File: src/rtl/regfile_sb.sv
// -----------------------------------------------------------------------------
// regfile_sb
//   Parametrised multi-read-port register file with an integrated
//   write-pending (busy) scoreboard. Decode reads operands and issues
//   destinations. Writeback stores results and clears the matching busy bit.
//
//   Register 0 is hard-wired to zero and is never marked busy.
//   Writes and issues that target it are dropped. An issue to r0 is still
//   reported as accepted.
//
//   Optional feature macro: REGFILE_BYPASS_EN
//     When it is defined, a writeback is forwarded combinationally to any
//     read port that addresses the same non-zero register in that cycle.
//     The forwarded port then reports rd_busy = 0.
//     When it is undefined, read ports show stored state only.
//
// Parameters
//   DATA_W  register width in bits
//   ADDR_W  address width; depth is 2**ADDR_W
//   NRP     number of read ports (1..4)
//
// Ports
//   clk       rising-edge clock
//   rst       asynchronous active-low reset
//   rd_addr   NRP packed read addresses
//   rd_data   NRP packed read data (combinational)
//   rd_busy   per-port "addressed register has a pending write"
//   iss_vld   issue request
//   iss_addr  issue destination register
//   iss_rdy   issue accepted this cycle (combinational, not from iss_vld)
//   wb_en     writeback strobe
//   wb_addr   writeback register
//   wb_data   writeback data
//   flush     synchronous clear of every busy bit
//   busy_cnt  number of busy registers (registered)
//   wb_err    sticky flag: a writeback hit a non-busy register (registered)
// -----------------------------------------------------------------------------
module regfile_sb #(
  parameter int DATA_W = 32,
  parameter int ADDR_W = 5,
  parameter int NRP    = 2
) (
  input  logic                    clk,
  input  logic                    rst,
  input  logic [NRP*ADDR_W-1:0]   rd_addr,
  output logic [NRP*DATA_W-1:0]   rd_data,
  output logic [NRP-1:0]          rd_busy,
  input  logic                    iss_vld,
  input  logic [ADDR_W-1:0]       iss_addr,
  output logic                    iss_rdy,
  input  logic                    wb_en,
  input  logic [ADDR_W-1:0]       wb_addr,
  input  logic [DATA_W-1:0]       wb_data,
  input  logic                    flush,
  output logic [ADDR_W-1:0]       busy_cnt,
  output logic                    wb_err
);

  localparam int DEPTH = 1 << ADDR_W;

  // Storage and scoreboard state
  logic [DATA_W-1:0] mem_q [DEPTH];
  logic [DEPTH-1:0]  busy_q;
  logic [DEPTH-1:0]  busy_d;
  logic [ADDR_W-1:0] cnt_q;
  logic [ADDR_W-1:0] cnt_d;
  logic              err_q;
  logic              err_d;

  // Decoded control
  logic wb_do_s;     // writeback that actually updates a register
  logic iss_acc_s;   // accepted issue to a real (non-zero) register
  logic cnt_inc_s;   // accepted issue sets a previously clear bit
  logic cnt_dec_s;   // writeback clears a set bit that the issue does not re-set
  logic iss_rdy_s;

  // An issue can proceed when the register is free or is being freed this
  // cycle. Register 0 never blocks. iss_vld is not part of this term, so no
  // output depends on it combinationally.
  assign iss_rdy_s = (!busy_q[iss_addr])
                   || (wb_en && (wb_addr == iss_addr))
                   || (iss_addr == ADDR_W'(0));
  assign iss_rdy   = iss_rdy_s;

  assign wb_do_s   = wb_en && (wb_addr != ADDR_W'(0));
  assign iss_acc_s = iss_vld && iss_rdy_s && !flush && (iss_addr != ADDR_W'(0));

  // When the issue and the writeback target the same register, the issue
  // wins. The bit stays set, so the count must not drop.
  assign cnt_inc_s = iss_acc_s && !busy_q[iss_addr];
  assign cnt_dec_s = wb_do_s && busy_q[wb_addr]
                   && !(iss_acc_s && (iss_addr == wb_addr));

  // Data array: asynchronously cleared, written on writeback (also during flush)
  always_ff @(posedge clk or negedge rst) begin
    if (!rst) begin
      for (int i = 0; i < DEPTH; i++) begin
        mem_q[i] <= {DATA_W{1'b0}};
      end
    end else if (wb_do_s) begin
      mem_q[wb_addr] <= wb_data;
    end
  end

  // Scoreboard next state: busy vector, busy count and sticky error flag
  always_comb begin
    busy_d = busy_q;
    cnt_d  = cnt_q;
    err_d  = err_q;
    if (flush) begin
      // Flush discards all pending writes. A same-cycle issue is dropped,
      // and a writeback is not checked against the scoreboard.
      busy_d = {DEPTH{1'b0}};
      cnt_d  = {ADDR_W{1'b0}};
    end else begin
      if (wb_do_s) begin
        busy_d[wb_addr] = 1'b0;
        if (!busy_q[wb_addr]) begin
          err_d = 1'b1;
        end else begin
          err_d = err_q;
        end
      end else begin
        err_d = err_q;
      end
      // Applied after the writeback clear so that the issue wins on a
      // same-address collision.
      if (iss_acc_s) begin
        busy_d[iss_addr] = 1'b1;
      end else begin
        busy_d[iss_addr] = busy_d[iss_addr];
      end
      case ({cnt_inc_s, cnt_dec_s})
        2'b10:   cnt_d = cnt_q + ADDR_W'(1);
        2'b01:   cnt_d = cnt_q - ADDR_W'(1);
        default: cnt_d = cnt_q;
      endcase
    end
  end

  // Scoreboard state registers
  always_ff @(posedge clk or negedge rst) begin
    if (!rst) begin
      busy_q <= {DEPTH{1'b0}};
      cnt_q  <= {ADDR_W{1'b0}};
      err_q  <= 1'b0;
    end else begin
      busy_q <= busy_d;
      cnt_q  <= cnt_d;
      err_q  <= err_d;
    end
  end

  assign busy_cnt = cnt_q;
  assign wb_err   = err_q;

  // Read ports
  for (genvar p = 0; p < NRP; p++) begin : g_rd
    logic [ADDR_W-1:0] ra_s;
    logic [DATA_W-1:0] rdat_s;
    logic              rbsy_s;

    assign ra_s = rd_addr[p*ADDR_W +: ADDR_W];

    // Per-port read mux, with optional writeback forwarding
    always_comb begin
      rdat_s = mem_q[ra_s];
      rbsy_s = busy_q[ra_s];
`ifdef REGFILE_BYPASS_EN
      if (wb_do_s && (wb_addr == ra_s)) begin
        rdat_s = wb_data;
        rbsy_s = 1'b0;
      end else begin
        rdat_s = mem_q[ra_s];
        rbsy_s = busy_q[ra_s];
      end
`endif
    end

    assign rd_data[p*DATA_W +: DATA_W] = rdat_s;
    assign rd_busy[p]                  = rbsy_s;
  end

endmodule

File: config.mk
export PLATFORM = sky130hd
export DESIGN_NAME = regfile_sb
export DESIGN_NICKNAME = d
export VERILOG_FILES = /design/src/rtl/regfile_sb.sv
export SDC_FILE = /design/constraint.sdc
export NUM_CORES = 2
export LEC_CHECK = 0
export CAP_MARGIN = 30
export CORE_ASPECT_RATIO = 0.7
export CORE_MARGIN = 2
export CORE_UTILIZATION = 50
export DETAILED_ROUTE_END_ITERATION = 10
export PLACE_DENSITY = 0.66
export SLEW_MARGIN = 20
export SYNTH_ARGS = -nofsm -noshare
export SYNTH_HDL_FRONTEND = slang
export SYNTH_SLANG_ARGS = --single-unit
export TNS_END_PERCENT = 5
File: constraint.sdc
create_clock -name clk -period 8.3 [get_ports clk]
set_input_delay 0.83 -clock clk [delete_from_list [all_inputs] [get_ports clk]]
set_output_delay 0.83 -clock clk [all_outputs]
set_load 0.1 [all_outputs]
==> impl_results.md <==
* PortBufs at around 130
* Vias at approximately 35000
* Mapped Nets at around 3600
* PwrDens at approximately 250 mW/mm2
* HP Class: input pin to async pin
* Final #Nets at between 3000 and 4000
* Status: finished clean
* H-tree levels at 3
* Setup TNS at 0 ns
* Tightest Pin Transition at 1.15 ns
* Total global-route track usage at 0.298
* Max frequency at 0.184 GHz
* Hold Buf Count CTS at 0
* Post-synth top flop: dfrtp_1
* Fillers at between 8000 and 9000
* CTS Root Buffer Type: clkbuf_16
* Clock Sinks at between 1000 and 1500
* Die Ht at ~290 um
* MaxCap Viol Count at 0
* Synth async-reset ratio at 1.00
* Peak VDD IR at 224 uV
* Psw at about 4.8 mW
* Total grt overflow at 0
* # IOs at 130
* Wire length per cell at roughly 34 um
* Post-synthesis cell area at around 0.057 mm2
* TritonCTS clock tree: yes
* Nature of the critical path endpoint: primary output
* Sw Share at 0.297
* R2R Path End: busy_cnt[4]
* Number of global-route vias before repair at about 37000
* Die W at about 410 um
* Global-route wire length before repair at between 200000 and 300000 um
* Endpoints failing hold at 0
* Final Max Tran Viols at 0
* Gate Count Post-Synth at between 3000 and 4000
* Part of the power in combinational logic at 0.254
* Initial drt markers at ~3100
* Share of cells above drive strength 1 at 0.580
* Period Utilization, post-route at 0.656
* Mean Syn Cell Area at between 15 and 20 um2
* Synth-to-layout area growth at 12.3%
* Clock latency on the worst-skew pair at 0.72 ns
* Worst EP required at 7.47 ns
* Reg clk slew, reported paths at approximately 0.060 ns
* Synth Register Bits at 1062
* Number of synthesized flops with an enable pin at 0
* Setup slack, reg-to-reg at approximately 4.6 ns
* Distinct cell type count after synthesis at 60
* Design area at 0.0643 mm2
* Fin cells at roughly 5000
* Rel. slew slack at 0.233
* WP data arrival at ~4.6 ns
* Post-CTS setup buffer count at 0
* DR pass1 iterations at 5
* Final Core Density at 0.568
* Core area at about 0.11 mm2
* Final setup fails at 0
* CTS resizes at 0
* Initial antenna violation count at 9
* Reg2Reg Depth at 12
* Flop pwr share at 0.422
* Critical path startpoint category: input pin
* Placer Congestion at between 0.8 and 0.9
* Area leader, netlist: dfrtp_1
* Commonest cells in the netlist: dfrtp_1, mux2_2, mux4_2
* Clock share of power at 0.324
* Crit Path Category: input pin to primary output
* Pleak at approximately 27 nW
* Effective utilization at floorplan at 0.506
* Share of the synthesized area in the top cell type at 0.464
* Post-synthesis sequential area ratio at 0.464
* CTS max path bufs at 3
* Largest net degree at the start of global routing at between 150 and 200
* Row cnt at slightly above 100
* Dpl hpwl at about 95000 um
* Die area at 0.117 mm2
* Vias per Instance at just under 7
* Crit path max fanout at 65
* Worst Skew at approximately 0.016 ns
* Tmin final at about 5.4 ns
* Reg2Reg Launch Point: busy_q[17]
* Hold Worst Slack at roughly 0.08 ns
* Inserted Clock Buffers at 107
* Placed cell area at about 0.06 mm2
* Unrepaired setup endpoints after global routing: no
* DRC violations left at 0
* Post-DRT Antenna Nets at 0
* Syn. warnings at 0
* Area contributors post-synth: dfrtp_1, mux4_2, mux2_2
* Routed wire length at about 170000 um
* Internal at about 11 mW
* DP Cell Count at between 4000 and 5000
==> layer usage <==
layer / routed length [um] / GRT usage
met4: 5910 / 0.100
met5: 52 / 0
met2: 81900 / 0.470
met1: 70300 / 0.412
met3: 14000 / 0.0700
==> power by group through the flow <==
stage | sequential, mW | combinational, mW | clock [mW]
detailed placement | 6.91 | 4.09 | 0
CTS | 6.82 | 4.10 | 5.33
finish | 6.83 | 4.11 | 5.26
global route | 6.96 | 4.30 | 5.56
floorplan | 6.66 | 3.08 | 0
global placement | 6.77 | 3.90 | 0
==> registers in the layout, summed over array words and instances (netlist names) <==
name,cells
busy_q,32
busy_cnt,5
mem_q,1024
wb_err,1
==> metrics by stage <==
| step | power (mW) | setup WS (ns) |
|---|---|---|
| floorplan | 9.75 | 4.24 |
| global placement | 10.7 | 2.78 |
| detailed placement | 11.0 | 2.80 |
| CTS | 16.3 | 2.79 |
| global route | 16.8 | 2.68 |
| finish | 16.2 | 2.86 |
==> cells by family (layout without fill, tap and decap cells) <==
family | after synthesis | count (layout) | share of synthesized area
AOI/OAI and AO/OA | 121 | 121 | 0.0146
xor gates and xnor gates | 9 | 9 | 0.00138
adders and majority gates | 2 | 2 | 0.000437
buffers and inverters | 425 | 454 | 0.0292
DFF | 1062 | 1062 | 0.464
muxes | 1757 | 1757 | 0.475
other | 0 | 2 | 0
and+or+nand+nor | 172 | 172 | 0.0151
==> cell usage in the layout, fill, tap and decap left out, types with 24 or more instances in the layout <==
| cell | Yosys | final |
|---|---|---|
| a211oi_1 | 25 | 25 |
| a21oi_1 | 28 | 28 |
| buf_4 | 3 | 56 |
| buf_8 | 0 | 29 |
| clkbuf_16 | 0 | 109 |
| clkbuf_8 | 0 | 25 |
| clkdlybuf4s50_1 | 0 | 116 |
| clkinv_2 | 0 | 30 |
| dfrtp_1 | 1062 | 1062 |
| mux2_2 | 1062 | 1062 |
| mux2i_1 | 34 | 34 |
| mux4_2 | 661 | 661 |
| nand2_1 | 32 | 24 |
| nor2_1 | 66 | 47 |
==> worst max path at each step <==
stage | end | slack (ns) | from
after global placement | rd_data[33] | 2.78 | rd_addr[5]
after global routing | rd_data[33] | 2.68 | rd_addr[5]
final | rd_data[44] | 2.86 | rd_addr[5]
after detailed placement | rd_data[33] | 2.80 | rd_addr[5]
after floorplan | rd_data[0] | 4.24 | rd_addr[0]
after CTS | rd_data[33] | 2.79 | rd_addr[5]
==> area by class of cell <==
type / count / area (um2) / area share
timing repair buffer: 240 / 2740 / 0.0427
multi-input combinational: 2061 / 29200 / 0.454
antenna: 2 / 5.00 / 0.0000778
tap: 1522 / 1900 / 0.0296
inverter: 12 / 45.0 / 0.000701
clock buffer: 147 / 3120 / 0.0485
clock inverter: 55 / 698 / 0.0109
sequential: 1062 / 26600 / 0.413
==> worst max-delay path: stages <==
cell and delay [ns]:
buf_8 0.59, buf_12 0.50, mux4_2 0.59, mux4_2 0.52
mux2_2 0.36, clkdlybuf4s50_1 1.00
Power figures use the tool's default switching activity.
